`config.mk`:
```
export PLATFORM = sky130hd
export DESIGN_NAME = multi_edge_pulse_gen_flat
export DESIGN_NICKNAME = d
export VERILOG_FILES = /design/src/rtl/multi_edge_pulse_gen_pkg.sv /design/src/rtl/multi_edge_pulse_gen_if.sv /design/src/rtl/multi_edge_pulse_gen_ch.sv /design/src/rtl/multi_edge_pulse_gen.sv /design/src/flat_wrapper.sv
export SDC_FILE = /design/constraint.sdc
export NUM_CORES = 1
export LEC_CHECK = 0
export CAP_MARGIN = 15
export CORE_MARGIN = 4
export CORE_UTILIZATION = 65
export CTS_BUF_LIST = sky130_fd_sc_hd__clkbuf_4 sky130_fd_sc_hd__clkbuf_8
export CTS_CLUSTER_DIAMETER = 60
export DETAILED_ROUTE_END_ITERATION = 8
export DONT_BUFFER_PORTS = 1
export PLACE_DENSITY_LB_ADDON = 0.08
export SYNTH_ARGS = -nofsm -noshare
export SYNTH_HDL_FRONTEND = slang
export SYNTH_HIERARCHICAL = 1
export SYNTH_SLANG_ARGS = --single-unit
```
`constraint.sdc`:
```
create_clock -name clk -period 2.8 [get_ports clk]
set_input_delay 0.14 -clock clk [delete_from_list [all_inputs] [get_ports clk]]
set_output_delay 0.14 -clock clk [all_outputs]
set_load 0.02 [all_outputs]
```
`src/rtl/multi_edge_pulse_gen_pkg.sv`:
```
// Shared types and helpers for the multi-channel edge-to-pulse generator.
// Optional input synchroniser is selected with MULTI_EDGE_PULSE_SYNC_EN.
package edge_pulse_pkg;

    typedef enum logic [1:0] {
        EM_OFF  = 2'b00,
        EM_RISE = 2'b01,
        EM_FALL = 2'b10,
        EM_BOTH = 2'b11
    } edge_mode_e;

    typedef enum logic {
        ST_IDLE   = 1'b0,
        ST_ACTIVE = 1'b1
    } state_e;

    // Requested length clamped to 1..max_len; zero is treated as one cycle.
    function automatic int unsigned eff_len(input int unsigned len, input int unsigned max_len);
        if (len == 0) begin
            return 1;
        end else if (len > max_len) begin
            return max_len;
        end else begin
            return len;
        end
    endfunction

endpackage

```
`src/rtl/multi_edge_pulse_gen_if.sv`:
```
// Bus bundle for multi_edge_pulse_gen: level inputs, configuration and pulse outputs.
// No valid/ready handshake: x, mode and pulse_len are levels sampled every posedge, clr_missed is a one-cycle strobe.
interface multi_edge_pulse_gen_if #(
    parameter int N_CH    = 4,
    parameter int MAX_LEN = 8,
    parameter int LEN_W   = $clog2(MAX_LEN + 1)
);
    logic [N_CH-1:0]   x;
    logic [2*N_CH-1:0] mode;
    logic [LEN_W-1:0]  pulse_len;
    logic              clr_missed;
    logic [N_CH-1:0]   y;
    logic              any_y;
    logic [N_CH-1:0]   missed;
    logic [N_CH-1:0]   dbg_active;

    modport master (
        output x, mode, pulse_len, clr_missed,
        input  y, any_y, missed, dbg_active
    );

    modport slave (
        input  x, mode, pulse_len, clr_missed,
        output y, any_y, missed, dbg_active
    );
endinterface

```
`src/rtl/multi_edge_pulse_gen_ch.sv`:
```
// One channel: optional 2-flop synchroniser, edge detect, pulse FSM/counter, sticky missed flag.
// MULTI_EDGE_PULSE_SYNC_EN adds the synchroniser ahead of x_q.
module edge_pulse_ch
    import edge_pulse_pkg::*;
#(
    parameter int LEN_W  = 4,
    parameter bit RETRIG = 1'b1
) (
    input  logic             clk,
    input  logic             reset,
    input  logic             x,
    input  edge_mode_e       mode,
    input  logic [LEN_W-1:0] load_val,
    input  logic             clr_missed,
    output logic             y,
    output logic             y_next,
    output logic             missed,
    output state_e           state
);
    logic x_s;

`ifdef MULTI_EDGE_PULSE_SYNC_EN
    logic [1:0] sync_q, sync_d;

    always_comb sync_d = {sync_q[0], x};

    always_ff @(posedge clk or posedge reset) begin
        if (reset) sync_q <= 2'b00;
        else       sync_q <= sync_d;
    end

    assign x_s = sync_q[1];
`else
    assign x_s = x;
`endif

    logic             x_q, x_d;
    state_e           state_q, state_d;
    logic [LEN_W-1:0] cnt_q, cnt_d;
    logic             y_q, y_d;
    logic             missed_q, missed_d;
    logic             rise, fall, edge_det, miss;

    always_comb begin
        x_d  = x_s;
        rise = x_s & ~x_q;
        fall = ~x_s & x_q;
        case (mode)
            EM_RISE: edge_det = rise;
            EM_FALL: edge_det = fall;
            EM_BOTH: edge_det = rise | fall;
            default: edge_det = 1'b0;
        endcase
    end

    // The cnt==0 cycle is still ACTIVE, so an edge there retriggers or is missed.
    always_comb begin
        state_d = state_q;
        cnt_d   = cnt_q;
        y_d     = y_q;
        miss    = 1'b0;
        case (state_q)
            ST_IDLE: begin
                if (edge_det) begin
                    cnt_d   = load_val;
                    y_d     = 1'b1;
                    state_d = ST_ACTIVE;
                end
            end
            ST_ACTIVE: begin
                if (edge_det && RETRIG) begin
                    cnt_d = load_val;
                end else begin
                    miss = edge_det;
                    if (cnt_q != '0) begin
                        cnt_d = cnt_q - 1'b1;
                    end else begin
                        y_d     = 1'b0;
                        state_d = ST_IDLE;
                    end
                end
            end
            default: begin
                y_d     = 1'b0;
                state_d = ST_IDLE;
            end
        endcase
        missed_d = miss | (missed_q & ~clr_missed);
    end

    always_ff @(posedge clk or posedge reset) begin
        if (reset) begin
            x_q      <= 1'b0;
            state_q  <= ST_IDLE;
            cnt_q    <= '0;
            y_q      <= 1'b0;
            missed_q <= 1'b0;
        end else begin
            x_q      <= x_d;
            state_q  <= state_d;
            cnt_q    <= cnt_d;
            y_q      <= y_d;
            missed_q <= missed_d;
        end
    end

    assign y      = y_q;
    assign y_next = y_d;
    assign missed = missed_q;
    assign state  = state_q;

endmodule

```
`src/rtl/multi_edge_pulse_gen.sv`:
```
// Multi-channel edge-to-pulse generator: N_CH independent channels plus a registered any_y.
// Build with MULTI_EDGE_PULSE_SYNC_EN to synchronise x inside each channel.
module multi_edge_pulse_gen
    import edge_pulse_pkg::*;
#(
    parameter int N_CH    = 4,
    parameter int MAX_LEN = 8,
    parameter int LEN_W   = $clog2(MAX_LEN + 1),
    parameter bit RETRIG  = 1'b1
) (
    input logic                    clk,
    input logic                    reset,
    multi_edge_pulse_gen_if.slave  bus
);
    logic [LEN_W-1:0] load_val;
    logic [N_CH-1:0]  y_vec, y_next_vec, missed_vec, active_vec;
    logic             any_y_q, any_y_d;

    // Shared counter reload value is L-1, computed once for all channels.
    always_comb load_val = LEN_W'(eff_len(32'(bus.pulse_len), MAX_LEN) - 1);

    for (genvar i = 0; i < N_CH; i++) begin : g_ch
        state_e st;

        edge_pulse_ch #(
            .LEN_W  (LEN_W),
            .RETRIG (RETRIG)
        ) u_ch (
            .clk        (clk),
            .reset      (reset),
            .x          (bus.x[i]),
            .mode       (edge_mode_e'(bus.mode[2*i +: 2])),
            .load_val   (load_val),
            .clr_missed (bus.clr_missed),
            .y          (y_vec[i]),
            .y_next     (y_next_vec[i]),
            .missed     (missed_vec[i]),
            .state      (st)
        );

        assign active_vec[i] = (st == ST_ACTIVE);
    end

    always_comb any_y_d = |y_next_vec;

    always_ff @(posedge clk or posedge reset) begin
        if (reset) any_y_q <= 1'b0;
        else       any_y_q <= any_y_d;
    end

    assign bus.y          = y_vec;
    assign bus.any_y      = any_y_q;
    assign bus.missed     = missed_vec;
    assign bus.dbg_active = active_vec;

endmodule

```
`src/flat_wrapper.sv`:
```
// flat-port wrapper written by rule: the top's interface ports become plain ports
module multi_edge_pulse_gen_flat import edge_pulse_pkg::*;
#(
    parameter int N_CH    = 4,
    parameter int MAX_LEN = 8,
    parameter int LEN_W   = $clog2(MAX_LEN + 1),
    parameter bit RETRIG  = 1'b1
)
  (clk, reset, bus_x, bus_mode, bus_pulse_len, bus_clr_missed, bus_y, bus_any_y, bus_missed, bus_dbg_active);
  multi_edge_pulse_gen_if #(.N_CH(N_CH), .MAX_LEN(MAX_LEN), .LEN_W(LEN_W)) bus_i ();
  input logic clk;
  input logic reset;
  input wire logic [$bits(bus_i.x)-1:0] bus_x;
  input wire logic [$bits(bus_i.mode)-1:0] bus_mode;
  input wire logic [$bits(bus_i.pulse_len)-1:0] bus_pulse_len;
  input wire logic [$bits(bus_i.clr_missed)-1:0] bus_clr_missed;
  output wire logic [$bits(bus_i.y)-1:0] bus_y;
  output wire logic [$bits(bus_i.any_y)-1:0] bus_any_y;
  output wire logic [$bits(bus_i.missed)-1:0] bus_missed;
  output wire logic [$bits(bus_i.dbg_active)-1:0] bus_dbg_active;
  assign bus_i.x = bus_x;
  assign bus_i.mode = bus_mode;
  assign bus_i.pulse_len = bus_pulse_len;
  assign bus_i.clr_missed = bus_clr_missed;
  assign bus_y = bus_i.y;
  assign bus_any_y = bus_i.any_y;
  assign bus_missed = bus_i.missed;
  assign bus_dbg_active = bus_i.dbg_active;
  multi_edge_pulse_gen #(.N_CH(N_CH), .MAX_LEN(MAX_LEN), .LEN_W(LEN_W), .RETRIG(RETRIG)) u_core (.clk(clk), .reset(reset), .bus(bus_i));
endmodule
```
==> flow_metrics.tcl <==
set metrics [dict create \
    outcome "completed" \
    hpwl_mm 2.57 \
    drive_above_1_share_pct 13.6 \
    min_period_ns 2.06 \
    vias 1267 \
    final_antenna_net_count 0 \
    cts-hold-fix-buffers 6 \
    syn_area_per_cell_um2 10.1 \
    place_ws_ns 0.768 \
    clk_latency_ns 0.32 \
    post_cts_buffers 0 \
    synth_compound_area_share_pct 11.0 \
    core_area_mm2 0.00278 \
    grt_max_degree 11 \
    synth_seq_cells 33 \
    maxCapViolations 0 \
    synth_fa_ha_area_share_pct 8.58 \
    clockBufferDepth 2 \
    totalWireLength_mm 3.30 \
    crit_chain "ha_1 -> or2_2 -> a31oi_4 -> nor2_1 -> a2bb2oi_1 -> or4_1" \
    yosysWarnings 6 \
    rsz0062_at_grt "false" \
    cts_buffers 5 \
    slowest_stage "or4_1" \
    synth_xor_area_share_pct 4.16 \
    ios 32 \
    worst_slack_ns 0.744 \
    cts_tree "built" \
    netlist_top_cells_count "33 x dfrtp_1, 26 x inv_1, 21 x nor2_1" \
    postSynth.asyncResetShare_pct 100 \
    maxSlewViolCount 0 \
    portBuffers 0 \
    reg2reg_depth 6 \
    dominantRegCellSynth "dfrtp_1" \
    p_leak_nw 1.00 \
    hold_path_class "in2reg" \
    hold_path_depth 2 \
    die_h_um 62 \
    num_antenna_cells 0 \
    crit_path_start "u_core/g_ch[0].u_ch/x_q" \
    fin_crit_sh_pct 73.4 \
    setup_viol 0 \
    antenna_found_initial 0 \
    fin_skew_ns 0.00792 \
    cts-root-buf "clkbuf_4" \
    finalNetCount 231 \
    clk_pin_slew_worst_paths_ns 0.09 \
    grt_first_pass_wirelength_mm 5.60 \
    netlist-cell-type-count 25 \
    worst_pin_slew_ns 0.565 \
    dieArea_mm2 0.00384 \
    max_stage_delay_ns 0.52 \
    synth_area_leaders "dfrtp_1 44%, ha_1 8.6%, inv_1 5.1%, a31oi_4 4.5%, a21oi_1 4.2%" \
    synth_edf_count 0 \
    grt_pass1_vias 1327 \
    critPathKind "reg2reg" \
    avgViaCountPerCell 5.51 \
    synth_area_leader_cell "dfrtp_1" \
    synth_top_area_share_pct 43.6 \
    initial_core_util_pct 68.2 \
    grt_overflow 0 \
    grtUsageTotal_pct 20.5 \
    reg2reg_from "u_core/g_ch[0].u_ch/x_q" \
    relSlewSlack_pct 62.1 \
    worstPathArrival_ns 2.25 \
    synth-simple-area-share_pct 20.5 \
    cts_max_level 2 \
    power_density_mw_per_mm2 937 \
    max_clock_freq_ghz 0.486 \
    cp-end-kind "flip-flop" \
    yosys.cell_count.top_type "dfrtp_1" \
    hold_ws_ns 0.0323 \
    die_x_um 62 \
    drt_iter0_drc 36 \
    gp_congestion 0.758 \
    hp-start "bus_mode[1]" \
    finalHoldViolations 0 \
    setup.worst_path.start_class "flip-flop" \
    crit_path_max_fanout 10 \
    synthCells 187 \
    syn_to_final_growth_pct 7.33 \
    wire_per_inst_um 14.3 \
    synth_top_family_by_area "simple AND/OR/NAND/NOR gates" \
    ctsResizeCount 0 \
    seq_area_frac_synth_pct 43.6 \
    synthMuxAreaShare_pct 5.28 \
    vdd_drop_max_mv 0.690 \
    synth_area_mm2 0.00190 \
    cp.required_ns 2.99 \
    rows 19 \
    cts.sinks 33 \
    drt_first_pass_iters 4 \
    tns_ns 0 \
    drc_errors 0 \
]
[registers in the layout (all words and copies together) (netlist names)]
signal,flops
u_core/g_ch.u_ch/x_q,4
u_core/bus.any_y,1
u_core/g_ch.u_ch/missed,4
u_core/g_ch.u_ch/y,4
u_core/g_ch.u_ch/cnt_q,16
u_core/g_ch.u_ch/state,4
[critical path, delay by kind of cell, from the launching register on]
| kind | cells | cell delay [ns] |
|---|---|---|
| and+or+nand+nor | 3 | 0.89 |
| AOI/OAI and AO/OA | 2 | 0.45 |
| DFF | 1 | 0.40 |
| adders and majority gates | 1 | 0.18 |
[per-stage QoR]
step	cells	util, %	area (um2)	power [mW]
2_1_floorplan	190	-	1910	1.51
3_3_place_gp	217	68.9	1920	1.58
3_5_place_dp	217	68.9	1920	1.63
4_1_cts	230	73.1	2030	1.92
5_1_grt	230	73.1	2030	2.05
6_report	230	73.1	2030	1.91
[cell usage in the layout, fill, tap and decap left out]
cell           synthesis  routed
nor3b_1                4       4
o21bai_1               1       1
nor3_1                 4       4
nand2_1               12      12
nand2_4                4       4
xor2_1                 4       4
clkbuf_8               0       1
or3b_4                 4       4
conb_1                 1       4
nor2b_1                4       4
and3b_1                4       4
xnor2_1                5       5
nand2b_1               2       2
mux2i_1                4       4
dfrtp_1               33      33
a31oi_4                4       4
a21oi_1               16      16
ha_1                  13      13
nor2_1                21      21
dlygate4sd3_1          0       6
inv_1                 26      26
nand3_1                4       4
or4_1                  1       1
a2bb2oi_1              4       4
mux2_4                 4       4
or2_2                  4       4
clkbuf_4               0       6
[power breakdown]
group | leakage, nW | switching, mW | internal, mW | total [mW]
logic | 0.590 | 0.344 | 0.387 | 0.731
clock network | 0.0348 | 0.145 | 0.128 | 0.273
registers | 0.380 | 0.243 | 0.659 | 0.902
[per-layer routing]
metal / share of wire [%] / routed length (um) / global-route usage, %
met3: 5.5 / 182 / 6.82
met4: 1.5 / 51 / 8.18
met5: 0 / 0 / 0
met2: 51 / 1700 / 35.1
met1: 41 / 1370 / 23.5
[logic make-up after synthesis]
logic type | count (synthesis)
AOI/OAI and AO/OA | 25
DFF | 33
muxes | 8
other | 1
buffers and inverters | 30
xor gates and xnor gates | 9
and+or+nand+nor | 68
adders and majority gates | 13
[area by class of cell]
class	count	area, um2
Timing Repair Buffer	6	60.1
Sequential cell	33	826
Tap cell	31	38.8
Multi-Input combinational cell	127	953
Inverter	26	97.6
Fill cell	202	747
Clock buffer	7	58.8
[worst paths after layout]
check / slack [ns] / end
setup / recovery: 0.74 / u_core/bus.any_y
hold / removal: 0.03 / u_core/g_ch[0].u_ch/state
setup reg to reg: 0.74 / u_core/bus.any_y
hold reg to reg: 0.62 / u_core/g_ch[1].u_ch/cnt_q[3]
max in group asynchronous: 2.25 / u_core/g_ch[3].u_ch/cnt_q[1]
min in group asynchronous: 0.20 / u_core/bus.any_y
Power figures use the tool's default switching activity.
